==> src/rtl/ysyx_24100029_wbu.sv <==
// Write-back unit: latches one LSU entry per handshake, commits it to the GPR/CSR
// write ports and the retire trace on the following cycle, and halts on EBREAK.
module ysyx_24100029_wbu #(
  parameter logic [31:0] EBREAK_INST = 32'h00100073,
  parameter int unsigned CNT_W       = 64
) (
  input  logic             clock,
  input  logic             reset,
  input  logic             valid_last,
  output logic             ready_last,
  input  logic [31:0]      pc,
  input  logic [31:0]      inst,
  input  logic             R_wen,
  input  logic [4:0]       rd,
  input  logic             mem_ren,
  input  logic [31:0]      Ex_result,
  input  logic [31:0]      LSU_Rdata,
  input  logic [3:0]       csr_wen,
  input  logic [31:0]      csrs,
  input  logic             jump_flag,
  output logic             rf_wen,
  output logic [4:0]       rf_waddr,
  output logic [31:0]      rf_wdata,
  output logic [3:0]       csr_we,
  output logic [31:0]      csr_wdata,
  output logic             commit_valid,
  output logic [31:0]      commit_pc,
  output logic [31:0]      commit_inst,
  output logic             commit_jump,
  output logic [CNT_W-1:0] retire_cnt,
  output logic             halt
);

  localparam int unsigned XLEN   = 32;
  localparam int unsigned REG_AW = 5;
  localparam int unsigned CSR_NW = 4;

  typedef enum logic [1:0] {
    IDLE   = 2'd0,
    COMMIT = 2'd1,
    HALT   = 2'd2
  } state_t;

  state_t state, state_nxt;

  logic [XLEN-1:0]   pc_q;
  logic [XLEN-1:0]   inst_q;
  logic              r_wen_q;
  logic [REG_AW-1:0] rd_q;
  logic              mem_ren_q;
  logic [XLEN-1:0]   ex_result_q;
  logic [XLEN-1:0]   lsu_rdata_q;
  logic [CSR_NW-1:0] csr_wen_q;
  logic [XLEN-1:0]   csrs_q;
  logic              jump_q;

  logic handshake;

  // Readiness depends only on state, never on valid_last.
  assign ready_last = (state != HALT);
  assign handshake  = valid_last & ready_last;
  assign halt       = (state == HALT);

  // State register, entry latches and retire counter.
  always_ff @(posedge clock) begin
    if (reset) begin
      state       <= IDLE;
      pc_q        <= '0;
      inst_q      <= '0;
      r_wen_q     <= 1'b0;
      rd_q        <= '0;
      mem_ren_q   <= 1'b0;
      ex_result_q <= '0;
      lsu_rdata_q <= '0;
      csr_wen_q   <= '0;
      csrs_q      <= '0;
      jump_q      <= 1'b0;
      retire_cnt  <= '0;
    end else begin
      state <= state_nxt;
      if (handshake) begin
        pc_q        <= pc;
        inst_q      <= inst;
        r_wen_q     <= R_wen;
        rd_q        <= rd;
        mem_ren_q   <= mem_ren;
        ex_result_q <= Ex_result;
        lsu_rdata_q <= LSU_Rdata;
        csr_wen_q   <= csr_wen;
        csrs_q      <= csrs;
        jump_q      <= jump_flag;
      end
      if (state == COMMIT) begin
        retire_cnt <= retire_cnt + CNT_W'(1);
      end
    end
  end

  // Next-state: EBREAK in COMMIT wins over a new handshake.
  always_comb begin
    state_nxt = state;
    unique case (state)
      IDLE:    state_nxt = handshake ? COMMIT : IDLE;
      COMMIT: begin
        if (inst_q == EBREAK_INST) begin
          state_nxt = HALT;
        end else if (handshake) begin
          state_nxt = COMMIT;
        end else begin
          state_nxt = IDLE;
        end
      end
      HALT:    state_nxt = HALT;
      default: state_nxt = IDLE;
    endcase
  end

  // Commit-side outputs: all inactive outside COMMIT.
  always_comb begin
    commit_valid = 1'b0;
    commit_pc    = '0;
    commit_inst  = '0;
    commit_jump  = 1'b0;
    rf_wen       = 1'b0;
    rf_waddr     = '0;
    rf_wdata     = '0;
    csr_we       = '0;
    csr_wdata    = '0;
    if (state == COMMIT) begin
      commit_valid = 1'b1;
      commit_pc    = pc_q;
      commit_inst  = inst_q;
      commit_jump  = jump_q;
      rf_wen       = r_wen_q & (rd_q != '0);
      rf_waddr     = rd_q;
      if (csr_wen_q != '0) begin
        rf_wdata = csrs_q;
      end else if (mem_ren_q) begin
        rf_wdata = lsu_rdata_q;
      end else begin
        rf_wdata = ex_result_q;
      end
      csr_we    = csr_wen_q;
      csr_wdata = ex_result_q;
    end
  end

endmodule

==> config.mk <==
export PLATFORM = sky130hd
export DESIGN_NAME = ysyx_24100029_wbu
export DESIGN_NICKNAME = d
export VERILOG_FILES = /design/src/rtl/ysyx_24100029_wbu.sv
export SDC_FILE = /design/constraint.sdc
export NUM_CORES = 1
export LEC_CHECK = 0
export BUFFER_PORTS_ARGS = -buffer_cell sky130_fd_sc_hd__buf_4
export CAP_MARGIN = 30
export CELL_PAD_IN_SITES_DETAIL_PLACEMENT = 0
export CELL_PAD_IN_SITES_GLOBAL_PLACEMENT = 1
export CORE_ASPECT_RATIO = 1.2
export CORE_UTILIZATION = 38
export CTS_CLUSTER_SIZE = 10
export DETAILED_ROUTE_END_ITERATION = 12
export GPL_TIMING_DRIVEN = 0
export PLACE_DENSITY = 0.93
export SKIP_LAST_GASP = 1
export SYNTH_ARGS = -nofsm -noshare
export SYNTH_HDL_FRONTEND = slang
export SYNTH_SLANG_ARGS = --single-unit
==> constraint.sdc <==
create_clock -name clock -period 5.1 [get_ports clock]
set_input_delay 0.255 -clock clock [delete_from_list [all_inputs] [get_ports clock]]
set_output_delay 0.255 -clock clock [all_outputs]
set_load 0.02 [all_outputs]
==> results of run 1 <==
==> cells in the final DEF, fill, tap and decap left out, types with 27 or more instances in the layout <==
cell type | Yosys | final
clkbuf_1 | 89 | 89
dlygate4sd3_1 | 0 | 168
nand4_1 | 29 | 29
mux2i_1 | 32 | 32
buf_4 | 0 | 380
dfxtp_1 | 238 | 238
clkbuf_16 | 0 | 27
nand3_1 | 34 | 34
nand2_1 | 369 | 369
nor2_1 | 80 | 80
a211oi_1 | 32 | 32
a21oi_1 | 199 | 199
and2_1 | 109 | 109
==> routing by layer <==
layer	global-route usage [%]	up-vias	wire length [µm]	part of all wire [%]
li1	-	5840	-	-
met1	33.5	5581	16500	40
met2	48.8	499	20200	49
met3	3.81	123	2420	5.9
met4	13.5	0	1880	4.6
met5	0	-	0	0
==> power groups by stage <==
| stage | registers (W) | clock network, W | logic [W] |
|---|---|---|---|
| after floorplan | 0.00201 | 0 | 0.000276 |
| after global placement | 0.00202 | 0 | 0.000523 |
| after detailed placement | 0.00202 | 0 | 0.000529 |
| after CTS | 0.00198 | 0.00169 | 0.000638 |
| after global routing | 0.00199 | 0.00176 | 0.000697 |
| final | 0.00199 | 0.00166 | 0.000645 |
==> how the worst max path moves through the flow <==
stage                 startpoint              end  cells past startpoint
floorplan           csr_wen_q[3]     rf_wdata[10]                      4
global route        csr_wen_q[3]     rf_wdata[29]                      6
detailed placement      state[0]  ex_result_q[23]                      8
global placement    csr_wen_q[3]     rf_wdata[25]                      5
CTS                 csr_wen_q[3]     rf_wdata[29]                      6
finish              csr_wen_q[3]     rf_wdata[25]                      6
==> what timing repair did <==
item                                   4_1_cts  5_1_grt
hold buffers                               168        0
endpoints found under the hold margin      168        0
setup endpoints to repair                    0        0
buffers inserted                             0        0
resized for setup                            0        0
==> state kept, by name, summed over array words and instances (netlist names) <==
| name | flops |
|---|---|
| state | 2 |
| jump_q | 1 |
| r_wen_q | 1 |
| inst_q | 32 |
| retire_cnt | 64 |
| csrs_q | 32 |
| csr_wen_q | 4 |
| pc_q | 32 |
| ex_result_q | 32 |
| rd_q | 5 |
| mem_ren_q | 1 |
| lsu_rdata_q | 32 |
==> worst max-delay path: cells and delay by family, from the launching register on <==
family,cells,cell delay (ns)
buf+inv,3,0.93
simple gates,2,0.57
flops,1,0.34
compound gates,1,0.49
==> cell type report <==
cell class / instances / area, µm² / area share (%)
antenna: 1 / 2.50 / 0.0153
tap: 374 / 468 / 2.86
buffer: 93 / 372 / 2.27
clock buffer: 28 / 689 / 4.22
timing repair buffer: 548 / 4530 / 27.8
multi-input combinational: 1045 / 5460 / 33.4
inverter: 13 / 48.8 / 0.299
sequential: 238 / 4760 / 29.2
==> cells by family after synthesis <==
kind of cell,Yosys count
xor+xnor,32
mux,35
compound gates,261
simple gates,716
flops,238
fa+ha+maj,1
buf+inv,106
==> through the flow <==
| step | cell area [µm²] | std cells |
|---|---|---|
| 2_1_floorplan | 10600 | 1389 |
| 3_3_place_gp | 13900 | 2142 |
| 3_5_place_dp | 14000 | 2143 |
| 4_1_cts | 16300 | 2339 |
| 5_1_grt | 16300 | 2340 |
| 6_report | 16300 | 2340 |
==> metrics.txt, run 1 <==
status=complete, no violations; DRT Pass-1 Iters=6; internal power=between 0.003 and 0.004 W; RePlAce Congestion=0.908; Adder-Cell Fraction of Synth Area=0.118%; Hold WC Path Type=primary input to register; Final nets=2142; Synth top cells by count=369 x nand2_1, 238 x dfxtp_1, 199 x a21oi_1; layout cells sized above 1=21.7%; Switching Share=between 20% and 30%; Initial Utilization=38.9%; worst-path maximum fanout=10; Critical-path top delay cell=a211oi_1; core area=27300 µm²; grt ovf=0; Post-DRT Antenna Nets=0; utilization after layout=59.8%; syn avg cell area=7.66 µm²; TritonCTS clock tree=built; final setup fails=0; setup TNS=0 ns; PD cells=between 200 and 300 nW/µm²; Worst R2R Start=state[0]; hpwl dp=just under 30000 µm; R2R Setup Slk=1.99 ns; Clock Skews=0.0136 ns; largest net degree at the start of global routing=13; Post-synth EDFFs=0; Max Clock Freq=around 320 MHz; top_reg_cell synth=dfxtp_1; r2r endpoint=ex_result_q[25]; DRC viols=0; WP data required=~4.9 ns; hold endpoint=ex_result_q[15]; Unique masters post-synth=45; area of the mapped netlist=10600 µm²; first-pass GRT wire length=62900 µm; number of slew-limit violations in the final report=0; share of Yosys cell area claimed by the top area cell type=44.8%; clock share of power=38.6%; Die H=185 µm; number of global-route vias before repair=approximately 12000; CTS Buf Count=27; Vias=12043; startpoint types=register; FILL cells=2386; worst r2r path cells=8; # clock sinks=238; number of I/O pins=381; DRT Wirelength=40900 µm; Seq cells post-synth=238; CP dominant cell by count=buf_4; Via density=5.15; Worst Path Arrival=2.88 ns; crit path time final=3.14 ns; placement row count=66; mux share of post-synthesis cell area=3.33%; Clock Pin Slew Worst Setup and Hold Paths=approximately 0.06 ns; hold_ws=0.0257 ns; Psw=around 0.0011 W; Tot GR Track Use=27.8%; Slew @ Worst Pin=approximately 0.92 ns; final period utilization=61.5%; most common cell in the netlist=nand2_1; Post-Place Setup Slack=about 2 ns; Die W=155 µm; CP Capture Type=primary output; Mapped Cells=1389; Slew headroom=roughly two fifths; DRT iter0 DRCs=roughly 650; die area=approximately 29000 µm²; Post-Synth XOR/XNOR Area=2.63%; Power Total=0.00429 W; unrepaired setup endpoints after global routing=no; Synth Area in Simple Gates=31.8%; Mapped Nets=1565; WHS Path Cells=3; Comb power frac=15.0%; Lkg Pwr=6.76 nW; dominant cells by area after synthesis=dfxtp_1 45%, nand2_1 13%, a21oi_1 9.4%; H-tree depth=1; DR WL/cell=17.5 µm; # Max-Cap Violations=0; sequential share of power=46.3%; hold path start=Ex_result[15]; Cell Chain, Critical Path=nor4_2, buf_4, clkbuf_1, nor2_1, a211oi_1, buf_4; Peak VDD IR=192 µV; post-synthesis compound-gate area fraction=13.3%; post-synthesis sequential area ratio=44.8%; ys async rst share=0%; Clock Path Buffers=3; initial antenna violation count=1; largest family of logic cells by synthesized area=simple AND/OR/NAND/NOR gates; area grow syn2layout=53.6%; post-route worst setup slack=around 2 ns; worst-skew pair later-pin latency=0.53 ns; final hold viol count=0; IO Port Bufs=379; worst stage delay on the critical path=about 0.49 ns; CTS root buf=clkbuf_16; Synth area leader=dfxtp_1; CP Class=register to primary output; Yosys Warn Count=0
Note: power is estimated with default switching activity, not from simulation.
==> inputs of run 2 (changes only) <==
Settings changed: CORE_UTILIZATION 38 to 32, PLACE_DENSITY 0.93 to 0.84.
Clock period 5.1 ns to 2.84 ns, I/O delays scaled along.
==> run 2 against run 1 <==
Compared with the run above:
- register-to-register slack got worse by 1.8 ns
- wire length rose by 3.8%
- combinational power rose by 81%
- die area rose by 19%
- first-iteration DRC count rose by 38%
- sequential power rose by 79%
- power rose by 87%
- critical path type is now register to register
- critical endpoint is now retire_cnt[35]
==> metrics.txt, run 2 (synthesis gave the netlist of run 1 again) <==
status=complete, no violations (unchanged); largest net degree at the start of global routing=16 (was 13); PD cells=484 nW/µm² (was 262 nW/µm²); # Max-Cap Violations=0 (unchanged); IO Port Bufs=379 (unchanged); number of slew-limit violations in the final report=0 (unchanged); largest register by flop count=retire_cnt (unchanged); RePlAce Congestion=0.922 (was 0.908); Largest register FFs=64 (unchanged); worst-path maximum fanout=9 (was 10); H-tree depth=1 (unchanged); commonest non-fill, non-tap cells in the layout=382 x buf_4, 369 x nand2_1, 238 x dfxtp_1 (was 380 x buf_4, 369 x nand2_1, 238 x dfxtp_1); unrepaired setup endpoints after global routing=no (unchanged); register area=4760 µm² (unchanged); number of I/O pins=381 (unchanged); Die H=202 µm (was 185 µm); Post-DP Area=14000 µm² (about the same); layout cells sized above 1=22.4% (was 21.7%); Hold WC Path Type=primary input to register (unchanged); hpwl dp=30800 µm (was 29300 µm); Final nets=2148 (was 2142); area of the multi-input gates=5480 µm² (was 5460 µm²); Die W=168 µm (was 155 µm); DR WL/cell=17.8 µm (was 17.5 µm); Vias=12097 (was 12043); number of global-route vias before repair=12036 (was 11869); Tot GR Track Use=24.2% (was 27.8%); DRC viols=0 (unchanged); Lkg Pwr=6.88 nW (was 6.76 nW); final setup fails=0 (unchanged); crit path time final=2.70 ns; startpoint types=register (unchanged); # clock sinks=238 (unchanged); final period utilization=between 90% and 100%; Power Total=0.00802 W (was 0.00429 W); Peak VDD IR=354 µV (was 192 µV); Worst Path Arrival=3.16 ns (was 2.88 ns); worst-skew pair later-pin latency=0.54 ns (was 0.53 ns); setup TNS=0 ns (unchanged); first-pass GRT wire length=64900 µm (was 62900 µm); initial antenna violation count=2 (was 1); CP Capture Type=register (was primary output); Initial Utilization=32.8% (was 38.9%); Via density=5.07 (was 5.15); DRT Pass-1 Iters=5 (was 6); die area=34000 µm² (was 28700 µm²); Non-Filler Cell Area, Final=16600 µm² (was 16300 µm²); Slew @ Worst Pin=0.906 ns (was 0.919 ns); Clock Path Buffers=3 (unchanged); TritonCTS clock tree=built (unchanged); FILL cells=3142 (was 2386); grt ovf=0 (unchanged); placement row count=72 (was 66); Clock Skews=0.00876 ns (was 0.0136 ns); CTS Buf Count=28 (was 27); DRT iter0 DRCs=896 (was 651); Post-DRT Antenna Nets=0 (unchanged); area grow syn2layout=55.8% (was 53.6%); hold_ws=0.132 ns (was 0.0257 ns); DRT Wirelength=42500 µm (was 40900 µm); final hold viol count=0 (unchanged); Max Clock Freq=approximately 370 MHz; WP data required=3.30 ns (was 4.85 ns); Clock Pin Slew Worst Setup and Hold Paths=0.06 ns (about the same); Slew headroom=39.0% (was 38.2%); CTS root buf=clkbuf_16 (unchanged); most common cell after layout, fill and taps aside=buf_4 (unchanged); CP Class=register to register (was register to primary output); core area=32400 µm² (was 27300 µm²)
-- run 2: cell types whose count changed in the layout (fill, tap and decap cells not counted), moves of 2 or more --
cell           delta
buf_4             +2
clkbuf_1          -8
clkbuf_16         +2
clkbuf_2          +7
dlygate4sd3_1     +5
nor4_4            +2
-- run 2: worst paths after layout --
kind,cells past startpoint,slack [ns],endpoint,start
setup / recovery,5,0.14,retire_cnt[35],retire_cnt[5]
hold / removal,3,0.13,retire_cnt[55],reset
setup reg to reg,5,0.14,retire_cnt[35],retire_cnt[5]
hold reg to reg,2,0.45,pc_q[6],pc_q[6]
-- run 2: timing repair --
item,in CTS,in global routing
endpoints found under the hold margin,173,0
pin swaps,0,1
resized for setup,5,12
buffers inserted,0,2
cloned,0,0
endpoints found under the setup margin,190,35
hold buffers,173,0
-- run 2: per-layer routing --
| layer | vias to the layer above | wire length (µm) | track usage, % | part of all wire [%] |
|---|---|---|---|---|
| met4 | 2 | 1970 | 11.4 | 4.6 |
| met1 | 5619 | 16800 | 28.1 | 40 |
| met5 | - | 5 | 0 | 0.012 |
| met3 | 139 | 2680 | 4.09 | 6.3 |
| li1 | 5827 | - | - | - |
| met2 | 510 | 21000 | 43.0 | 49 |
-- run 2: through the flow --
stage               setup WS [ns]  util [%]  instances
floorplan                   0.538         -       1389
global placement           -0.716      43.1       2175
detailed placement         -0.310      43.2       2176
CTS                       -0.0438      51.0       2381
global route             0.000990      51.1       2385
finish                      0.141      51.1       2385
-- run 2: worst max-delay path, stage by stage (launching register included) --
cell	delay, ns
dfxtp_1	0.41
nand3_1	0.26
nor4_1	0.85
nand3_1	0.42
or3_2	0.55
a21oi_1	0.14
-- run 2: report_power, final --
| group | switching, W | internal, W |
|---|---|---|
| Sequential | 0.0000887 | 0.00348 |
| Combinational | 0.000606 | 0.000562 |
| Clock | 0.00136 | 0.00193 |
-- run 2: area by class of cell --
class	instances	area share, %
repair buffers	555	27.7
flip-flops and latches	238	28.7
clock inverters	2	0.211
well taps	407	3.07
inverters	13	0.294
clock buffers	32	4.57
diodes	2	0.0302
plain buffers	91	2.25
multi-input cells	1045	33.1
